<file path="src/rtl/vga_scan_gen.sv">
// 640x480@60 raster timing generator: pixel-rate divider, h/v counters, registered syncs.
// Optional frame counter output enabled by defining VGA_FRAME_CNT_EN.
module vga_scan_gen #(
  parameter int H_DISP  = 640,
  parameter int H_FP    = 16,
  parameter int H_SYNC  = 96,
  parameter int H_BP    = 48,
  parameter int V_DISP  = 480,
  parameter int V_FP    = 10,
  parameter int V_SYNC  = 2,
  parameter int V_BP    = 33,
  parameter int CLK_DIV = 4
) (
  input  logic       clk,
  input  logic       rst_n,
  output logic       pixel_tick,
  output logic [9:0] h_cnt,
  output logic [9:0] v_cnt,
  output logic       hsync,
  output logic       vsync,
  output logic       valid,
`ifdef VGA_FRAME_CNT_EN
  output logic [7:0] frame_cnt,
`endif
  output logic       frame_start
);

  localparam int H_TOTAL = H_DISP + H_FP + H_SYNC + H_BP;
  localparam int V_TOTAL = V_DISP + V_FP + V_SYNC + V_BP;

  localparam logic [4:0] DIV_LAST  = 5'(CLK_DIV - 1);
  localparam logic [9:0] H_LAST    = 10'(H_TOTAL - 1);
  localparam logic [9:0] V_LAST    = 10'(V_TOTAL - 1);
  localparam logic [9:0] H_VIS     = 10'(H_DISP);
  localparam logic [9:0] V_VIS     = 10'(V_DISP);
  localparam logic [9:0] HS_START  = 10'(H_DISP + H_FP);
  localparam logic [9:0] HS_END    = 10'(H_DISP + H_FP + H_SYNC);
  localparam logic [9:0] VS_START  = 10'(V_DISP + V_FP);
  localparam logic [9:0] VS_END    = 10'(V_DISP + V_FP + V_SYNC);

  logic [4:0] div_q, div_d;
  logic       tick_q, tick_d;
  logic [9:0] h_q, h_d;
  logic [9:0] v_q, v_d;
  logic       hsync_q, hsync_d;
  logic       vsync_q, vsync_d;
  logic       valid_q, valid_d;
  logic       fstart_q, fstart_d;
`ifdef VGA_FRAME_CNT_EN
  logic [7:0] fcnt_q, fcnt_d;
`endif

  // Syncs and valid are decoded from next-state counters so they move on the same edge.
  always_comb begin
    div_d    = (div_q == DIV_LAST) ? 5'd0 : div_q + 5'd1;
    tick_d   = (div_q == DIV_LAST);
    h_d      = h_q;
    v_d      = v_q;
    fstart_d = 1'b0;
    if (tick_q) begin
      if (h_q == H_LAST) begin
        h_d = 10'd0;
        if (v_q == V_LAST) begin
          v_d      = 10'd0;
          fstart_d = 1'b1;
        end else begin
          v_d = v_q + 10'd1;
        end
      end else begin
        h_d = h_q + 10'd1;
      end
    end
    hsync_d = !((h_d >= HS_START) && (h_d < HS_END));
    vsync_d = !((v_d >= VS_START) && (v_d < VS_END));
    valid_d = (h_d < H_VIS) && (v_d < V_VIS);
`ifdef VGA_FRAME_CNT_EN
    fcnt_d  = fcnt_q + {7'd0, fstart_q};
`endif
  end

  always_ff @(posedge clk) begin
    if (!rst_n) begin
      div_q    <= 5'd0;
      tick_q   <= 1'b0;
      h_q      <= 10'd0;
      v_q      <= 10'd0;
      hsync_q  <= 1'b1;
      vsync_q  <= 1'b1;
      valid_q  <= 1'b0;
      fstart_q <= 1'b0;
`ifdef VGA_FRAME_CNT_EN
      fcnt_q   <= 8'd0;
`endif
    end else begin
      div_q    <= div_d;
      tick_q   <= tick_d;
      h_q      <= h_d;
      v_q      <= v_d;
      hsync_q  <= hsync_d;
      vsync_q  <= vsync_d;
      valid_q  <= valid_d;
      fstart_q <= fstart_d;
`ifdef VGA_FRAME_CNT_EN
      fcnt_q   <= fcnt_d;
`endif
    end
  end

  assign pixel_tick  = tick_q;
  assign h_cnt       = h_q;
  assign v_cnt       = v_q;
  assign hsync       = hsync_q;
  assign vsync       = vsync_q;
  assign valid       = valid_q;
  assign frame_start = fstart_q;
`ifdef VGA_FRAME_CNT_EN
  assign frame_cnt   = fcnt_q;
`endif

endmodule
</file>
<file path="config.mk">
export PLATFORM = sky130hd
export DESIGN_NAME = vga_scan_gen
export DESIGN_NICKNAME = d
export VERILOG_FILES = /design/src/rtl/vga_scan_gen.sv
export SDC_FILE = /design/constraint.sdc
export NUM_CORES = 1
export LEC_CHECK = 0
export CAP_MARGIN = 20
export CORE_MARGIN = 2
export CORE_UTILIZATION = 41
export CTS_CLUSTER_DIAMETER = 200
export DETAILED_ROUTE_END_ITERATION = 12
export SLEW_MARGIN = 10
export SYNTH_ARGS = -nofsm -noshare
export SYNTH_HDL_FRONTEND = slang
export SYNTH_SLANG_ARGS = --single-unit
</file>
<file path="constraint.sdc">
create_clock -name clk -period 3.5 [get_ports clk]
set_input_delay 0.7 -clock clk [delete_from_list [all_inputs] [get_ports clk]]
set_output_delay 0.7 -clock clk [all_outputs]
set_load 0.01 [all_outputs]
</file>
Yosys cells after proc, flatten, opt, wreduce, memory -nomap -nowiden
Cells that the tools add are included.
W data, S select, Z words.
{ "op_classes": {"muxes": 6, "n_bitwise": 1, "n_eq_ne": 3, "order_cmp": 6, "addsub": 3, "reduce_logical": 7} }
{ "op_table": {"columns": ["operator", "count"], "rows": [
  ["$mux W10", 5],
  ["$add A10 B1 Y10 const B", 2],
  ["$eq A10 B10 Y1 const B", 2],
  ["$lt A10 B10 Y1 const B", 2],
  ["$lt A10 B9 Y1 const B", 2],
  ["$ge A10 B10 Y1 const B", 1],
  ["$ge A10 B9 Y1 const B", 1],
  ["$add A5 B1 Y5 const B", 1],
  ["$eq A5 B2 Y1 const B", 1],
  ["$logic_and A1 B1 Y1", 3],
  ["$reduce_and A3 Y1", 1],
  ["$logic_not A1 Y1", 2],
  ["$reduce_or A2 Y1", 1],
  ["$mux W1", 1],
  ["$not A1 Y1", 1]
]} }
{ "word_totals": {"in_bits": 2, "output_inout_bits": 25, "register_bits": 30} }

Depth between registers and ports, before layout
{ "logic_depth": {"word_depth": 7, "ltp_mapped": 9} }

Worst setup path after synthesis
OpenSTA, ideal clock, no wires.
{ "synth_timing": {"kind": "register to register", "from": "reg h_q[0], in the netlist h_cnt[0]", "to": "reg vsync_q, in the netlist vsync", "slack_ns": 1.542, "t_required_ns": 3.366, "t_arrival_ns": 1.824, "setup_ns": 0.134, "stages_incl_launch_ff": 9, "period_less_slack_ns": 1.958, "path_buffers": 1, "path_cell_list": "dfxtp_1 ha_1 clkbuf_1 and2b_1 nand3_4 or2_4 nor3b_2 o311a_2 o2111ai_1"} }
{ "synth_via": {"elab_chain_cells": 6} }
{ "synth_rtl": {"columns": ["element", "line_no", "text"], "rows": [
  ["start: declaration", "43", "logic [9:0] h_q, h_d;"],
  ["start signal: assignment", "85", "h_q <= 10'd0;"],
  ["start signal: assignment", "97", "h_q <= h_d;"],
  ["$eq A10 B10 Y1 *", "61", "if (h_q == H_LAST) begin"],
  ["$mux W10 *", "61", null],
  ["$mux W10 *", "60", "if (tick_q) begin"],
  ["$ge A10 B9 Y1 / $lt A10 B9 Y1 (equally long branches)", "74", "vsync_d = !((v_d >= VS_START) && (v_d < VS_END));"],
  ["$logic_and A1 B1 Y1 *", "74", null],
  ["$logic_not A1 Y1 *", "74", null],
  ["end signal: assignment", "100", "vsync_q <= vsync_d;"],
  ["end: declaration", "46", "logic vsync_q, vsync_d;"]
]} }
Every way passes the cells marked *; elsewhere a longest branch is shown, timed or not.
A chain may end at the register's enable or synchronous reset.

Final worst setup path
{ "layout_timing": {"from": "reg h_q[6], in the netlist h_cnt[6]", "to": "out h_cnt[6]"} }
{ "layout_lines": {"columns": ["element", "line_no", "text"], "rows": [
  ["end: declaration", "17", "output logic [9:0] h_cnt,"]
]} }
No word-level cell between the ends.

==> impl_metrics.toml <==
[status]
status = "completed"

[logic_synthesis]
synth.net_count = 200
yosys-top-cells-area = "dfxtp_1 37%, nor2_1 6.5%, xor2_1 5.4%"
ys_ff_latch = 30
synth_top_area_share_pct = 37.09
synth.avg_cell_area_um2 = 8.346
synthCells = 194
syn_area_mm2 = 0.001619
async_reset_ff_share_pct = 0
yosys.area.top_type = "dfxtp_1"
synth_edf_count = 0
yosysSeqAreaShare_pct = 37.09
ys.flop_type = "dfxtp_1"
ys.warnings.count = 0
synth_cell_types = 49

[timing]
fmax_mhz = 468.1
fin_crit_sh_pct = 61.04
fin_worst_skew_ps = 9.313
post-route-min-period_ps = 2136
slew_violations = 0
rsz0062_at_grt = "no"
timing.setup.tns_ps = 0
tightest_slew_ps = 538.7
slew_headroom_pct = 63.83
hold_viol = 0
finalSetupViolations = 0

[routing]
routed_wl_mm = 3.720
wl_met1_mm = 1.786
antenna_left = 0
wl_met2_mm = 1.735
top_layer = "met4"
via_per_inst = 5.496
vias = 1462
drc_errors = 0
wl_per_cell_um = 13.98
met3_wirelength_um = 153
dr.pass1.iters = 9
drt-initial-drc-count = 84

[layout]
layout_common_cells = "30 x dfxtp_1, 28 x nor2_1, 26 x clkdlybuf4s50_1"
final_cell_area_mm2 = 0.001981
layout.nets = 223
multi_input_area_um2 = 949.7
fillCellCount = 355
ff_latch_area_um2 = 600.6
areaGrowthSynthToFinish_pct = 22.33
fin_util_pct = 53.30
drive_above_1_share_pct = 9.174
n_antenna_cell = 0
final_common_cell = "dfxtp_1"

[worst_setup_path]
path_cells = "clkdlybuf4s50_1"
crit_slowest_cell = "clkdlybuf4s50_1"
arrival_ps = 1440
path_buf_inv = 1
start_kind = "register"
cp_top_family = "buffers and inverters"
critPathMaxFanout = 11
worstSetupPathType = "reg2out"
endpoint_kind = "output port"
required_ps = 2800
slowest_delay_ps = 610

[place]
gp_congestion = 0.8471
io_buffers = 26
dp_hpwl_mm = 2.713
post_dp_cell_area_mm2 = 0.001886

[global_route]
grt_overflow = 0
grt_pass1_vias = 1353
grt_max_degree = 12
grt_usage_pct = 19.23
antenna_found_initial = 0
grt_first_pass_wirelength_mm = 6.458

[power]
swShare_pct = 22.67
p_clk_share_pct = 44.5
internal-power_uw = 511.9
comb_power_share_pct = 2.7
p_leak_nw = 0.7245
pwr_density_cell_mw_per_mm2 = 334.2
p_switching_uw = 150.1
peakVddDrop_v = 0.0002107
p_seq_share_pct = 52.8

[clocking]
cts_max_level = 2
tritoncts = "built"
clockBufferDepth = 2
clk_latency_ps = 280
ctsHoldBuffers = 0
clockRootBuffer = "clkbuf_8"
cts.sinks = 30
numCtsBuffers = 5
cts-resized-gates = 0
post_cts.repair.setup_buffers = 0
clk_transition_reported_paths_ps = 70

[floorplan]
start_util_pct = 43.57
coreArea_mm2 = 0.003716
fp.dieW_um = 66.84
die_h_um = 66.84
num_rows = 22
die_area_mm2 = 0.004468
num_io_pins = 27

[worst_hold_path]
hold_class = "reg2reg"

[flow_run]
maxCapViolations = 0
-- synthesized netlist by cell type (5+ instances only) --
cell type	number
clkbuf_1	6
xnor2_1	5
dfxtp_1	30
nor2_1	28
and3_1	7
a21oi_1	8
nand2_1	20
xor2_1	10
o21ai_0	5
nand3_1	12
-- final cells by class --
class                   instances  area share (%)
clock buffers                   6           4.169
clock inverters                 2          0.6317
inverters                       4          0.7581
multi-input cells             150           47.95
flip-flops and latches         30           30.32
well taps                      48           3.032
repair buffers                 26           13.14
-- kinds of logic after synthesis --
logic type	count (synthesis)	synth area share, %
AND/OR/NAND/NOR	101	34.62
adder cells (fa/ha/maj)	4	3.091
AO/OA/AOI/OAI	29	12.13
XOR/XNOR	15	8.114
multiplexers	1	0.6955
buffers and inverters	14	4.249
flip-flops	30	37.09
-- routing by layer --
layer | GRT usage, % | up-vias
met1 | 25.57 | 692
li1 | - | 725
met5 | 0 | -
met3 | 4.899 | 7
met2 | 29.75 | 38
met4 | 7.398 | 0
-- state kept, by name (all words and copies together), names as in the netlist --
register     count
div_q            5
hsync            1
frame_start      1
vsync            1
h_cnt           10
valid            1
pixel_tick       1
v_cnt           10
-- power by group through the flow --
stage / combinational (mW) / sequential (mW) / clock, mW
2_1_floorplan: 0.0112 / 0.357 / 0
3_3_place_gp: 0.0180 / 0.357 / 0
3_5_place_dp: 0.0182 / 0.357 / 0
4_1_cts: 0.0183 / 0.350 / 0.299
5_1_grt: 0.0210 / 0.350 / 0.317
6_report: 0.0177 / 0.350 / 0.295
-- worst paths after layout --
kind / depth (start not counted) / slack [ps] / startpoint / to
worst min-delay path: 1 / 450 / div_q[0] / div_q[0]
worst max-delay path: 1 / 1360 / h_cnt[6] / h_cnt[6]
worst min register to register: 1 / 450 / div_q[0] / div_q[0]
worst max register to register: 7 / 1410 / h_cnt[0] / vsync
-- per-stage QoR --
step	worst slack (ps)	instances	hold slack (ps)	power (mW)
after floorplan	1542	194	417.1	0.3679
after global placement	1475	258	432.2	0.3752
after detailed placement	1448	258	438.2	0.3757
after CTS	1368	266	453.8	0.6672
after global routing	1191	266	470.8	0.6880
final	1364	266	453.5	0.6619
No activity file was read; power rests on OpenSTA's default activity.
